`config.mk`:
```
export PLATFORM = sky130hd
export DESIGN_NAME = div3_seq_arbiter
export DESIGN_NICKNAME = d
export VERILOG_FILES = /design/src/rtl/div3_seq_arbiter.sv
export SDC_FILE = /design/constraint.sdc
export NUM_CORES = 1
export LEC_CHECK = 0
export CAP_MARGIN = 25
export CORE_MARGIN = 4
export CORE_UTILIZATION = 45
export CTS_CLUSTER_SIZE = 14
export DETAILED_ROUTE_END_ITERATION = 10
export PLACE_DENSITY = 0.82
export SETUP_SLACK_MARGIN = 0.15
export SYNTH_ARGS = -nofsm -noshare
export SYNTH_HDL_FRONTEND = slang
export SYNTH_SLANG_ARGS = --single-unit
```
`constraint.sdc`:
```
create_clock -name clk -period 3.29 [get_ports clk]
set_clock_uncertainty 0.1 [all_clocks]
set_input_delay 0.658 -clock clk [delete_from_list [all_inputs] [get_ports clk]]
set_output_delay 0.658 -clock clk [all_outputs]
set_load 0.03 [all_outputs]
```
`src/rtl/div3_seq_arbiter.sv`:
```
// Bit-serial divide-by-3 engine shared by two requesters through a
// round-robin arbiter. One operand is divided MSB first, one bit per cycle,
// and the result is held on a valid/ready response port.
module div3_seq_arbiter #(
  parameter int unsigned WIDTH = 8
) (
  input  logic             clk,
  input  logic             rst_n,
  input  logic             req0_valid,
  input  logic [WIDTH-1:0] req0_x,
  output logic             req0_ready,
  input  logic             req1_valid,
  input  logic [WIDTH-1:0] req1_x,
  output logic             req1_ready,
  output logic             rsp_valid,
  input  logic             rsp_ready,
  output logic             rsp_id,
  output logic [WIDTH-1:0] rsp_q,
  output logic [1:0]       rsp_r,
  output logic             busy
);

  localparam int unsigned CW = $clog2(WIDTH);

  typedef enum logic [1:0] {IDLE, RUN, DONE} state_t;

  state_t           state_q, state_d;
  logic             prio_q, prio_d;
  logic             id_q, id_d;
  logic [WIDTH-1:0] sh_q, sh_d;
  logic [WIDTH-1:0] quo_q, quo_d;
  logic [1:0]       rem_q, rem_d;
  logic [CW-1:0]    cnt_q, cnt_d;

  logic             grant0, grant1;
  logic [2:0]       t;
  logic             qbit;
  logic [1:0]       rem_nxt;

  // Arbitration: favoured requester wins, otherwise the other one if valid.
  always_comb begin
    grant0 = (state_q == IDLE) && req0_valid && (!prio_q || !req1_valid);
    grant1 = (state_q == IDLE) && req1_valid && ( prio_q || !req0_valid);
  end

  // One step of the remainder recurrence: t = 2*rem + msb.
  always_comb begin
    t       = {rem_q, sh_q[WIDTH-1]};
    qbit    = (t >= 3'd3);
    rem_nxt = qbit ? 2'(t - 3'd3) : t[1:0];
  end

  // Next-state logic for the sequencer and datapath registers.
  always_comb begin
    state_d = state_q;
    prio_d  = prio_q;
    id_d    = id_q;
    sh_d    = sh_q;
    quo_d   = quo_q;
    rem_d   = rem_q;
    cnt_d   = cnt_q;
    case (state_q)
      IDLE: begin
        if (grant0 || grant1) begin
          sh_d    = grant1 ? req1_x : req0_x;
          quo_d   = '0;
          rem_d   = '0;
          cnt_d   = CW'(WIDTH - 1);
          id_d    = grant1;
          prio_d  = !grant1;
          state_d = RUN;
        end
      end
      RUN: begin
        rem_d = rem_nxt;
        quo_d = {quo_q[WIDTH-2:0], qbit};
        sh_d  = {sh_q[WIDTH-2:0], 1'b0};
        cnt_d = cnt_q - CW'(1);
        if (cnt_q == '0) state_d = DONE;
      end
      DONE: begin
        if (rsp_ready) state_d = IDLE;
      end
      default: state_d = IDLE;
    endcase
  end

  // State registers with asynchronous active-low reset.
  always_ff @(posedge clk or negedge rst_n) begin
    if (!rst_n) begin
      state_q <= IDLE;
      prio_q  <= 1'b0;
      id_q    <= 1'b0;
      sh_q    <= '0;
      quo_q   <= '0;
      rem_q   <= '0;
      cnt_q   <= '0;
    end else begin
      state_q <= state_d;
      prio_q  <= prio_d;
      id_q    <= id_d;
      sh_q    <= sh_d;
      quo_q   <= quo_d;
      rem_q   <= rem_d;
      cnt_q   <= cnt_d;
    end
  end

  // Response fields come straight from registers and only change on accept/RUN.
  always_comb begin
    req0_ready = grant0;
    req1_ready = grant1;
    rsp_valid  = (state_q == DONE);
    busy       = (state_q != IDLE);
    rsp_id     = id_q;
    rsp_q      = quo_q;
    rsp_r      = rem_q;
  end

endmodule
```
== After elaboration in Yosys (flattened, before gate mapping) ==
Cells that the tools add are included.

* Flip-flop bits (word level): 25
* Input bits: 21
* Output and inout port bits: 15
* Logic and storage cells: 47

* Add/sub/neg operators: 2
* Magnitude comparators: 1
* Eq/ne operators: 5
* Muxes and demuxes: 14
* Reduce and logical (&&, ||, !) cells: 18

{| class="wikitable"
|+ Operators by type and width
! operator !! number
|-
| one-hot mux 8 bit (2 select lines) || 2
|-
| 2-to-1 mux 8 bit || 3
|-
| 2-to-1 mux 2 bit || 5
|-
| one-hot mux 2 bit (3 select lines) || 1
|-
| one-hot mux 3 bit (2 select lines) || 1
|-
| logical AND 1 bit || 4
|-
| logical NOT 1 bit || 4
|-
| inequality test 2 x 1 -> 1 bit (second input constant) || 2
|-
| one-hot mux 2 bit (2 select lines) || 1
|-
| AND reduction 2 bit || 2
|-
| nonzero test 2 bit || 2
|-
| >= comparator 3 x 2 -> 1 bit (second input constant) || 1
|-
| logical NOT 3 bit || 1
|-
| logical OR 1 bit || 3
|-
| 2-to-1 mux 3 bit || 1
|-
| AND reduction 3 bit || 1
|-
| subtractor 3 x 1 -> 3 bit (second input constant) || 1
|-
| == test 2 x 1 -> 1 bit (second input constant) || 1
|-
| == test 2 bit (second input constant) || 1
|-
| logical NOT 2 bit || 1
|-
| inequality test 2 bit (second input constant) || 1
|-
| subtractor 2 bit (second input constant) || 1
|}

== Depth between registers and ports, before layout ==
* Word-level depth: 6
* Gate-level depth with buffers: 6
* Mapped depth without buffers: 5

== Least setup slack after synthesis ==
No wires, ideal clock.

* Path type: input port to output port
* Start: input req0_valid
* End: output req0_ready
* Arrival: 1,331 ps
* Data required time: 2,532 ps
* Slack: 1,201 ps
* Cell stages on the path: 2
* Buffers on the path: 0
* Path through: or3b_4 a21oi_4

* Longest elaborated chain between the ends: 2

{| class="wikitable"
|+ RTL lines
! item !! RTL line !! source
|-
| from (decl) || 9 || <nowiki>input logic req0_valid,</nowiki>
|-
| logical AND 1 bit (2 in a row) || 42 || <nowiki>grant0 = (state_q == IDLE) && req0_valid && (!prio_q || !req1_valid);</nowiki>
|-
| to (decl) || 11 || <nowiki>output logic req0_ready,</nowiki>
|}

No other way between the ends.

== Final worst setup path ==
* Start: input req0_valid
* End: output req1_ready

* Longest elaborated chain between the ends: 3

{| class="wikitable"
|+ RTL lines
! item !! RTL line !! source
|-
| logical NOT 1 bit || 43 || <nowiki>grant1 = (state_q == IDLE) && req1_valid && ( prio_q || !req0_valid);</nowiki>
|-
| logical OR 1 bit || 43 ||
|-
| logical AND 1 bit || 43 ||
|-
| to (decl) || 14 || <nowiki>output logic req1_ready,</nowiki>
|}

No other way between the ends.

==> impl_metrics.ini <==
[timing]
finalCriticalPeriod_ns = 2.96
fin_hold_ws_ns = 0.413
setup_viol = 0
max_freq_mhz = 338
fin_crit_sh = 0.899
setup_tns_ns = 0
hold_violations = 0
worst_pin_slew_ns = 0.738
rsz0062_at_grt = no
relSlewSlack = 0.507
drv_slew = 0

[grt]
overflow = 0
grt_pass1_vias = 902
grt_pass1_wl_microns = 4190
grt_max_degree = 26
grt_antenna_before_repair = 0
grtUsageTotal = 0.159

[synth]
yosysUniqueCellTypes = 30
synth_top_cell_by_area = dfrtp_1
postSynthCellCount = 97
synth_edf_count = 0
async_flop_share = 1.00
syn_area_sq_um = 1150
ys_seq_area_frac = 0.542
synth_nets = 121
avgSynthCellArea_sq_um = 11.9
synth.area.top_cells = dfrtp_1 (54%), a22o_1 (11%), a221o_1 (5.2%), ha_1 (3.3%), inv_1 (2.0%)
synth_top_area_frac = 0.542
synth_seq_cells = 25
ys_warn_count = 0
synth_ff_type = dfrtp_1

[pwr]
p_int_uw = 794
power_frac_seq = 0.402
netSwitchingFraction = 0.410
p_leak_nw = 0.700
p_per_area_nw_per_um2 = 860
ir_drop_uv = 539
pwr-share-clk = 0.103
p_sw_uw = 553
combPwrFrac = 0.495

[setup_path]
start_kind = input port
r2r-start = state_q[0]
setup.worst_path.start = req0_valid
cp.required_ns = 2.53
arrival_ns = 2.20
worstSetupPathType = in -> out
endpoint_kind = primary output
worstPathMaxFanout = 5

[clock_tree]
cts_hold_buffers = 0
clk_pin_slew_ns = 0.14
cts-buffers-inserted = 3
cts_tree = yes
clock_tree.root_cell = clkbuf_4
cts_resized = 0
htree_levels = 1
post_cts_buffers = 0
clk-insertion-delay-late_ns = 0.31
clock_path_buffers = 2
clock-sinks = 25

[floorplanning]
die_height_microns = 58.6
io_pins = 36
die_area_sq_um = 3440
core_sq_um = 2450
rows = 18
start_util = 0.470
die_x_microns = 58.6

[finish]
drive_gt1_frac = 0.104
areaGrowthSynthToFinish_pct = 35.7
fillCellCount = 198
fin_cells = 165
multi_input_area_sq_um = 479
nNetsFinal = 160
n_antenna_cell = 0
layout.area.seq_sq_um = 626

[worst_hold_path]
hold_path_class = reg -> reg
min-delay-start = sh_q[5]

[placed_design]
dpl.hpwl_microns = 1870
dp.cells = 161
place_congestion = 0.869
port_buffers = 35

[route]
ant_nets = 0
vias = 937
drc = 0
drt_iter0_markers = 44
vias_per_cell = 5.68
firstDrtPassIters = 4
detail_route.wl_per_cell_microns = 15.2
drt-total-wl_microns = 2510

[job]
drv_cap = 0

[outcome]
outcome = completed
## cells in the mapped netlist (all sizes together), types with 2 or more instances
cell / count
dfrtp: 25
a22o: 14
nor2: 7
a221o: 6
inv: 6
a21oi: 4
buf: 4
nand2: 4
ha: 3
o21ai: 3
a211oi: 2
a21o: 2
a22oi: 2
nand2b: 2
## critical path, cell delays in order
cell and delay, ns:
clkdlybuf4s50_1 0.49, nand2b_1 0.15, nand2_1 0.11, nor2_2 0.11, clkdlybuf4s50_1 0.68
## final timing paths
check	end	depth (start not counted)	slack, ns
setup reg to reg	sh_q[1]	4	1.51
min in group asynchronous	sh_q[3]	2	0.58
setup / recovery	req1_ready	5	0.33
max in group asynchronous	rsp_q[1]	2	2.28
hold / removal	sh_q[5]	2	0.41
hold reg to reg	sh_q[5]	2	0.41
## per-layer routing
layer  vias up  part of all wire  GRT usage
met2        19              0.49      0.234
met3         4             0.043     0.0285
met1       466              0.46      0.237
met5         -                 0          0
met4         0             0.010     0.0518
li1        448                 -          -
## flip-flops by register name (all words and copies together), names as in the netlist
name / cells
prio_q: 1
state_q: 2
rsp_r: 2
rsp_q: 8
sh_q: 8
cnt_q: 3
rsp_id: 1
## logic make-up (layout without fill, tap and decap cells)
logic type / Yosys count / count (layout) / synth area share
AO/OA/AOI/OAI: 40 / 40 / 0.289
flip-flops: 25 / 25 / 0.542
AND/OR/NAND/NOR: 18 / 18 / 0.0857
buffers and inverters: 10 / 48 / 0.0423
adder cells (fa/ha/maj): 3 / 3 / 0.0325
multiplexers: 1 / 1 / 0.00868
## stage by stage
step	util	cell area, sq um	setup slack (ns)	power, mW
after global placement	0.625	1540	0.370	1.19
after CTS	0.638	1570	0.337	1.36
after detailed placement	0.625	1540	0.337	1.22
after global routing	0.638	1570	0.233	1.44
final	0.638	1570	0.331	1.35
after floorplan	-	1150	1.20	0.981
## cell type report
cell class | count | area share
clock buffer | 3 | 0.0144
clock inverter | 1 | 0.00480
inverter | 6 | 0.0144
multi-input combinational | 62 | 0.306
sequential | 25 | 0.400
tap | 30 | 0.0240
timing repair buffer | 38 | 0.237
## cells in the final DEF (no fill, tap or decap)
| cell type | synthesis | layout |
|---|---|---|
| o31ai_1 | 1 | 1 |
| nand2b_1 | 2 | 2 |
| a211oi_1 | 2 | 2 |
| or3b_4 | 1 | 1 |
| mux2i_1 | 1 | 1 |
| a22oi_1 | 2 | 2 |
| o221ai_1 | 1 | 1 |
| o221a_2 | 1 | 1 |
| a31oi_1 | 1 | 1 |
| o21ai_0 | 3 | 3 |
| a21o_1 | 2 | 2 |
| a21oi_1 | 3 | 3 |
| inv_1 | 6 | 6 |
| nor3_1 | 1 | 1 |
| clkinvlp_4 | 0 | 1 |
| a221o_1 | 6 | 6 |
| o22a_1 | 1 | 1 |
| nor2b_1 | 1 | 1 |
| o41ai_1 | 1 | 1 |
| nand2_1 | 4 | 4 |
| o21a_1 | 1 | 1 |
| a22o_1 | 14 | 14 |
| nor2_1 | 4 | 4 |
| clkdlybuf4s50_1 | 0 | 34 |
| nand3b_1 | 1 | 1 |
| nor2_2 | 3 | 3 |
| and2b_1 | 1 | 1 |
| ha_1 | 3 | 3 |
| dfrtp_1 | 25 | 25 |
| a21oi_4 | 1 | 1 |
| buf_4 | 0 | 4 |
| clkbuf_4 | 0 | 3 |
## power groups by stage
stage	Sequential [mW]	Combinational [mW]	Clock [mW]
2_1_floorplan	0.627	0.354	0
5_1_grt	0.561	0.724	0.158
3_5_place_dp	0.548	0.668	0
4_1_cts	0.540	0.671	0.144
3_3_place_gp	0.540	0.647	0
6_report	0.542	0.666	0.139
Note: power is estimated with default switching activity, not from simulation.
